===== config.mk =====
export PLATFORM = sky130hd
export DESIGN_NAME = rtc_bus_arbiter
export DESIGN_NICKNAME = d
export VERILOG_FILES = /design/src/rtl/rtc_bus_pkg.sv /design/src/rtl/rr_priority_pick.sv /design/src/rtl/rtc_bus_arbiter.sv
export SDC_FILE = /design/constraint.sdc
export NUM_CORES = 1
export LEC_CHECK = 0
export CAP_MARGIN = 20
export CORE_MARGIN = 5
export CORE_UTILIZATION = 46
export CTS_CLUSTER_SIZE = 8
export DETAILED_ROUTE_END_ITERATION = 8
export PLACE_DENSITY = 0.86
export SLEW_MARGIN = 20
export SYNTH_ARGS = -nofsm -noshare
export SYNTH_HDL_FRONTEND = slang
export SYNTH_HIERARCHICAL = 1
export SYNTH_SLANG_ARGS = --single-unit

===== constraint.sdc =====
create_clock -name clk -period 8.05 [get_ports clk]
set_input_delay 1.61 -clock clk [delete_from_list [all_inputs] [get_ports clk]]
set_output_delay 1.61 -clock clk [all_outputs]
set_load 0.01 [all_outputs]

===== src/rtl/rtc_bus_pkg.sv =====
// Shared types and sizing helpers for the RTC bus arbiter.
package rtc_bus_pkg;

   localparam int unsigned ADDR_W = 8;
   localparam int unsigned DATA_W = 8;

   typedef enum logic [1:0] {
      ST_IDLE = 2'd0,
      ST_BUSY = 2'd1,
      ST_GAP  = 2'd2
   } state_e;

   // Width of a counter that must be able to hold the value TIMEOUT.
   function automatic int unsigned tmo_cnt_w(input int unsigned timeout);
      return (timeout == 0) ? 1 : $clog2(timeout + 1);
   endfunction

endpackage


===== src/rtl/rr_priority_pick.sv =====
// Combinational rotating-priority picker: first set request at or after base.
module rr_priority_pick #(
   parameter  int unsigned N  = 4,
   localparam int unsigned IW = (N > 1) ? $clog2(N) : 1
) (
   input  logic [N-1:0]  req,
   input  logic [IW-1:0] base,
   output logic [N-1:0]  win_oh_c,
   output logic [IW-1:0] win_idx_c,
   output logic          win_vld_c
);

   logic [IW-1:0] cand;

   always_comb begin
      win_oh_c  = '0;
      win_idx_c = '0;
      win_vld_c = 1'b0;
      cand      = '0;
      for (int unsigned k = 0; k < N; k++) begin
         cand = IW'((32'(base) + k) % N);
         if (!win_vld_c && req[cand]) begin
            win_vld_c      = 1'b1;
            win_idx_c      = cand;
            win_oh_c[cand] = 1'b1;
         end
      end
   end

endmodule


===== src/rtl/rtc_bus_arbiter.sv =====
// Owns the RTC address/data bus for N_CH requesters; one latched command per frame,
// ownership changes only at frame boundaries with a one-cycle idle gap.
module rtc_bus_arbiter
   import rtc_bus_pkg::*;
#(
   parameter int unsigned N_CH    = 4,
   parameter int unsigned AW      = ADDR_W,
   parameter int unsigned DW      = DATA_W,
   parameter int unsigned TIMEOUT = 255
) (
   input  logic                 clk,
   input  logic                 reset,
   input  logic [N_CH-1:0]      req,
   input  logic [N_CH*AW-1:0]   ch_addr,
   input  logic [N_CH*DW-1:0]   ch_wdata,
   input  logic [N_CH-1:0]      ch_wr,
   input  logic                 rr_mode,
   input  logic                 frame_done,
   input  logic [DW-1:0]        bus_rdata,
   output logic [AW-1:0]        bus_addr,
   output logic [DW-1:0]        bus_wdata,
   output logic                 bus_wr,
   output logic                 frame_start,
   output logic                 idle,
   output logic [N_CH-1:0]      grant,
   output logic [N_CH-1:0]      ack,
   output logic [DW-1:0]        rdata,
   output logic                 timeout_err
);

   localparam int unsigned IW = $clog2(N_CH);
   localparam int unsigned CW = tmo_cnt_w(TIMEOUT);

   state_e          state_q, state_d;
   logic [AW-1:0]   bus_addr_q, bus_addr_d;
   logic [DW-1:0]   bus_wdata_q, bus_wdata_d;
   logic            bus_wr_q, bus_wr_d;
   logic            frame_start_q, frame_start_d;
   logic            idle_q, idle_d;
   logic [N_CH-1:0] grant_q, grant_d;
   logic [N_CH-1:0] ack_q, ack_d;
   logic [DW-1:0]   rdata_q, rdata_d;
   logic            timeout_err_q, timeout_err_d;
   logic [IW-1:0]   rr_ptr_q, rr_ptr_d;
   logic [CW-1:0]   cnt_q, cnt_d;

   logic [N_CH-1:0] pick_oh;
   logic [IW-1:0]   pick_idx;
   logic            pick_vld;
   logic            tmo_hit;

   // Fixed priority is simply a rotation base of zero.
   rr_priority_pick #(.N(N_CH)) u_pick (
      .req       (req),
      .base      (rr_mode ? rr_ptr_q : '0),
      .win_oh_c  (pick_oh),
      .win_idx_c (pick_idx),
      .win_vld_c (pick_vld)
   );

   assign tmo_hit = (TIMEOUT != 0) && (cnt_q == CW'(TIMEOUT));

   always_comb begin
      state_d       = state_q;
      bus_addr_d    = bus_addr_q;
      bus_wdata_d   = bus_wdata_q;
      bus_wr_d      = bus_wr_q;
      frame_start_d = 1'b0;
      grant_d       = grant_q;
      ack_d         = '0;
      rdata_d       = rdata_q;
      timeout_err_d = 1'b0;
      rr_ptr_d      = rr_ptr_q;
      cnt_d         = cnt_q;

      unique case (state_q)
         ST_IDLE: begin
            if (pick_vld) begin
               bus_addr_d    = ch_addr[32'(pick_idx) * AW +: AW];
               bus_wdata_d   = ch_wdata[32'(pick_idx) * DW +: DW];
               bus_wr_d      = ch_wr[pick_idx];
               grant_d       = pick_oh;
               frame_start_d = 1'b1;
               cnt_d         = '0;
               rr_ptr_d      = (pick_idx == IW'(N_CH - 1)) ? '0 : pick_idx + IW'(1);
               state_d       = ST_BUSY;
            end
         end
         ST_BUSY: begin
            // A completed frame takes precedence over a simultaneous timeout.
            if (frame_done) begin
               if (!bus_wr_q) rdata_d = bus_rdata;
               ack_d   = grant_q;
               grant_d = '0;
               state_d = ST_GAP;
            end else if (tmo_hit) begin
               timeout_err_d = 1'b1;
               grant_d       = '0;
               state_d       = ST_GAP;
            end else begin
               cnt_d = cnt_q + CW'(1);
            end
         end
         ST_GAP:  state_d = ST_IDLE;
         default: state_d = ST_IDLE;
      endcase

      idle_d = (state_d != ST_BUSY);
   end

   always_ff @(posedge clk or negedge reset) begin
      if (!reset) begin
         state_q       <= ST_IDLE;
         bus_addr_q    <= '0;
         bus_wdata_q   <= '0;
         bus_wr_q      <= 1'b0;
         frame_start_q <= 1'b0;
         idle_q        <= 1'b1;
         grant_q       <= '0;
         ack_q         <= '0;
         rdata_q       <= '0;
         timeout_err_q <= 1'b0;
         rr_ptr_q      <= '0;
         cnt_q         <= '0;
      end else begin
         state_q       <= state_d;
         bus_addr_q    <= bus_addr_d;
         bus_wdata_q   <= bus_wdata_d;
         bus_wr_q      <= bus_wr_d;
         frame_start_q <= frame_start_d;
         idle_q        <= idle_d;
         grant_q       <= grant_d;
         ack_q         <= ack_d;
         rdata_q       <= rdata_d;
         timeout_err_q <= timeout_err_d;
         rr_ptr_q      <= rr_ptr_d;
         cnt_q         <= cnt_d;
      end
   end

   assign bus_addr    = bus_addr_q;
   assign bus_wdata   = bus_wdata_q;
   assign bus_wr      = bus_wr_q;
   assign frame_start = frame_start_q;
   assign idle        = idle_q;
   assign grant       = grant_q;
   assign ack         = ack_q;
   assign rdata       = rdata_q;
   assign timeout_err = timeout_err_q;

endmodule

==> metrics.md <==
| Metric | Value |
|---|---|
| Outcome | completed |
| Clk_lat worst skew | 0.31 ns |
| Synthesized area | roughly 2800 µm² |
| Setup crit end kind | flop |
| Final total power | 1.32 mW |
| Syn_area_per_cell | approximately 11 µm² |
| Via Count | approximately 2400 |
| Mapped Cells | 252 |
| Clk slew on worst S/H paths | roughly 0.090 ns |
| PostCTS Resize Cnt | 0 |
| Worst slack, placed | around 2.0 ns |
| DRT antenna net count | 0 |
| Setup_tns | 0 ns |
| Root buf cell | clkbuf_8 |
| Layout cell share with drive strength beyond 1 | 12.6% |
| Minimum clock period | approximately 5.7 ns |
| Area of the multi-input gates | 1480 µm² |
| Die W | a little under 90 µm |
| Final hold violation count | 0 |
| DIE AREA | just under 8000 µm² |
| Yosys warning count | 6 |
| Core area | ~6000 µm² |
| Post-CTS Setup Inserts | 0 |
| RSZ-0062 raised after global routing | false |
| Grt total ovfl | 0 |
| Total Routing Usage GR | a little under a fifth |
| Antenna cells | 0 |
| Max Buffers Root-to-Sink | 2 |
| Synth Flop Type | dfrtp_1 |
| First-pass GRT wire length | 11.1 mm |
| Final wirelength | 7.05 mm |
| Synthesized flop and latch total | 48 |
| Sequential Area | approximately 1200 µm² |
| Post-synth EDFFs | 0 |
| Sequential fraction of the synthesis area | a little over two fifths |
| Filler Cell Count | 447 |
| Async S/R FF share, synth | 100% |
| DRC violations left | 0 |
| Maximum vdd ir drop | approximately 0.18 mV |
| Wirelength per Cell | 16.0 µm |
| Hpwl dp | between 5 and 6 mm |
| Setup ws final | around 2.3 ns |
| Starting DRT DRC Count | roughly 140 |
| Startpoint types | primary input |
| Hold crit path type | reg -> reg |
| CTS H-tree lvls | 2 |
| Crit-path max FO | 25 |
| Critical Path AT | 5.90 ns |
| Initial antenna violation count | 0 |
| Row count | 28 |
| Max-slew violations | 0 |
| Relative slew margins | 39.8% |
| # hold bufs at CTS | 0 |
| Layout area overhead | 48.2% |
| Final nets | ~460 |
| Worst Skew | around 0.0083 ns |
| Global placement routability congestion | 0.858 |
| CTS tree | done |
| # Max-Cap Violations | 0 |
| Syn_nets | approximately 340 |
| Worst Max-Slew Pin Slew | about 0.90 ns |
| Largest net degree at the start of global routing | about 50 |
| Effective utilization at floorplan | between 40 and 50% |
| PD cells | 320 nW/µm² |
| Setup CP Type | in -> reg |
| Port Buf Inserts | 119 |
| Leakage Power | 1.73 nW |
| CTS Sinks | between 40 and 50 |
| Synth unique cells | 45 |
| Top Ports | 120 |
| Final period util | 70.8% |
| CP Data Required Time | about 8.3 ns |
| Die Ht | approximately 88 µm |
| Pre-antenna DRT Iters | 4 |
| Vias in the first global route | 2382 |
| Count of final setup violators | 0 |
| Inserted Clock Buffers | 5 |
| Via density | roughly 5.5 |
| FMAX | between 150 and 200 MHz |
[worst paths after layout]
kind	depth (start not counted)	slack (ns)	to	start
worst max-delay path	12	2.35	rr_ptr_q[1]	rr_mode
worst min-delay path	2	0.48	bus_wdata[2]	bus_wdata[2]
worst max register to register	11	3.73	rr_ptr_q[1]	rr_ptr_q[0]
worst min register to register	2	0.48	bus_wdata[2]	bus_wdata[2]
max in group asynchronous	1	6.37	rr_ptr_q[1]	reset
min in group asynchronous	1	1.29	rdata[7]	reset
[power by group]
part	total, mW	leakage (nW)	internal [mW]	switching, mW
clock network	0.180	0.0583	0.0936	0.0862
registers	0.401	0.608	0.340	0.0613
logic	0.740	1.06	0.392	0.348
total	1.32	1.73	0.826	0.495
[synth_stat cells (all sizes together), types with 2 or more instances]
master   number  area share [%]
nand2        61             8.2
dfrtp        47              42
mux4         21              17
mux2         10             4.0
a22oi         8             2.2
buf           7             1.9
clkbuf        7            0.94
ha            7             3.1
inv           7            0.94
nor2b         7             1.6
o21ai         7             1.3
nand3         6             1.1
nor2          6            0.81
a21oi         5            0.90
and3          4            0.90
o2bb2ai       4             1.3
and2          3            0.67
nand2b        3            0.67
nor3          3            0.54
o31ai         3            0.81
a21o          2            0.54
nor4          2            0.45
or2           2            0.45
[routing by layer]
layer | wire, µm | part of all wire [%] | vias to the layer above | track usage (%)
li1 | - | - | 1138 | -
met1 | 2470 | 35 | 1171 | 20.5
met2 | 3740 | 53 | 99 | 33.4
met3 | 708 | 10 | 10 | 7.34
met4 | 127 | 1.8 | 0 | 6.69
met5 | 0 | 0 | - | 0
[worst max-delay path, cell delays in order]
cell,delay (ns)
clkdlybuf4s50_1,0.46
and2_1,0.50
inv_1,0.16
ha_1,0.40
mux4_2,0.44
nor3_1,0.29
nand2b_1,0.17
nor2b_1,0.21
nand2b_1,0.65
clkinv_1,0.71
nand2_1,0.21
nand2_1,0.06
[cell usage in the layout (no fill, tap or decap), types with 2 or more instances in the layout]
master	count
a21o_1	2
a21oi_1	5
a22oi_1	8
and2_1	3
and3_1	4
buf_4	2
clkbuf_8	5
clkdlybuf4s50_1	118
clkinv_4	2
dfrtp_1	47
ha_1	7
inv_1	7
mux2_2	10
mux4_1	2
mux4_2	19
nand2_1	61
nand2b_1	3
nand3_1	6
nor2_1	6
nor2b_1	7
nor3_1	3
nor4_1	2
o21ai_0	7
o2bb2ai_1	4
o31ai_1	2
or2_2	2
[cell families after synthesis]
family | after synthesis | share of synthesized area, %
flip-flops | 48 | 43.2
adder cells (fa/ha/maj) | 7 | 3.15
buffers and inverters | 22 | 3.96
AND/OR/NAND/NOR | 103 | 17.7
AO/OA/AOI/OAI | 40 | 10.3
multiplexers | 32 | 21.7
[metrics by stage]
step | cells | hold WS [ns] | cell area, µm² | util, %
2_1_floorplan | 252 | 0.438 | 2780 | -
3_3_place_gp | 433 | 0.457 | 4000 | 68.0
3_5_place_dp | 433 | 0.462 | 4000 | 68.0
4_1_cts | 441 | 0.484 | 4120 | 70.0
5_1_grt | 441 | 0.501 | 4120 | 70.0
6_report | 441 | 0.477 | 4120 | 70.0
[state kept, by name (all words and copies together) (netlist names)]
register	cells
bus_wr	1
rdata	8
cnt_q	8
bus_wdata	8
idle	1
bus_addr	8
timeout_err	1
rr_ptr_q	2
frame_start	1
ack	4
state_q	2
grant	4
[area by class of cell]
| type | count | area share (%) |
|---|---|---|
| multi-input cells | 182 | 36.0 |
| flip-flops and latches | 48 | 29.2 |
| repair buffers | 120 | 29.0 |
| well taps | 75 | 2.28 |
| clock buffers | 5 | 1.67 |
| clock inverters | 3 | 1.15 |
| inverters | 8 | 0.729 |
(Power assumes the default switching activity.)
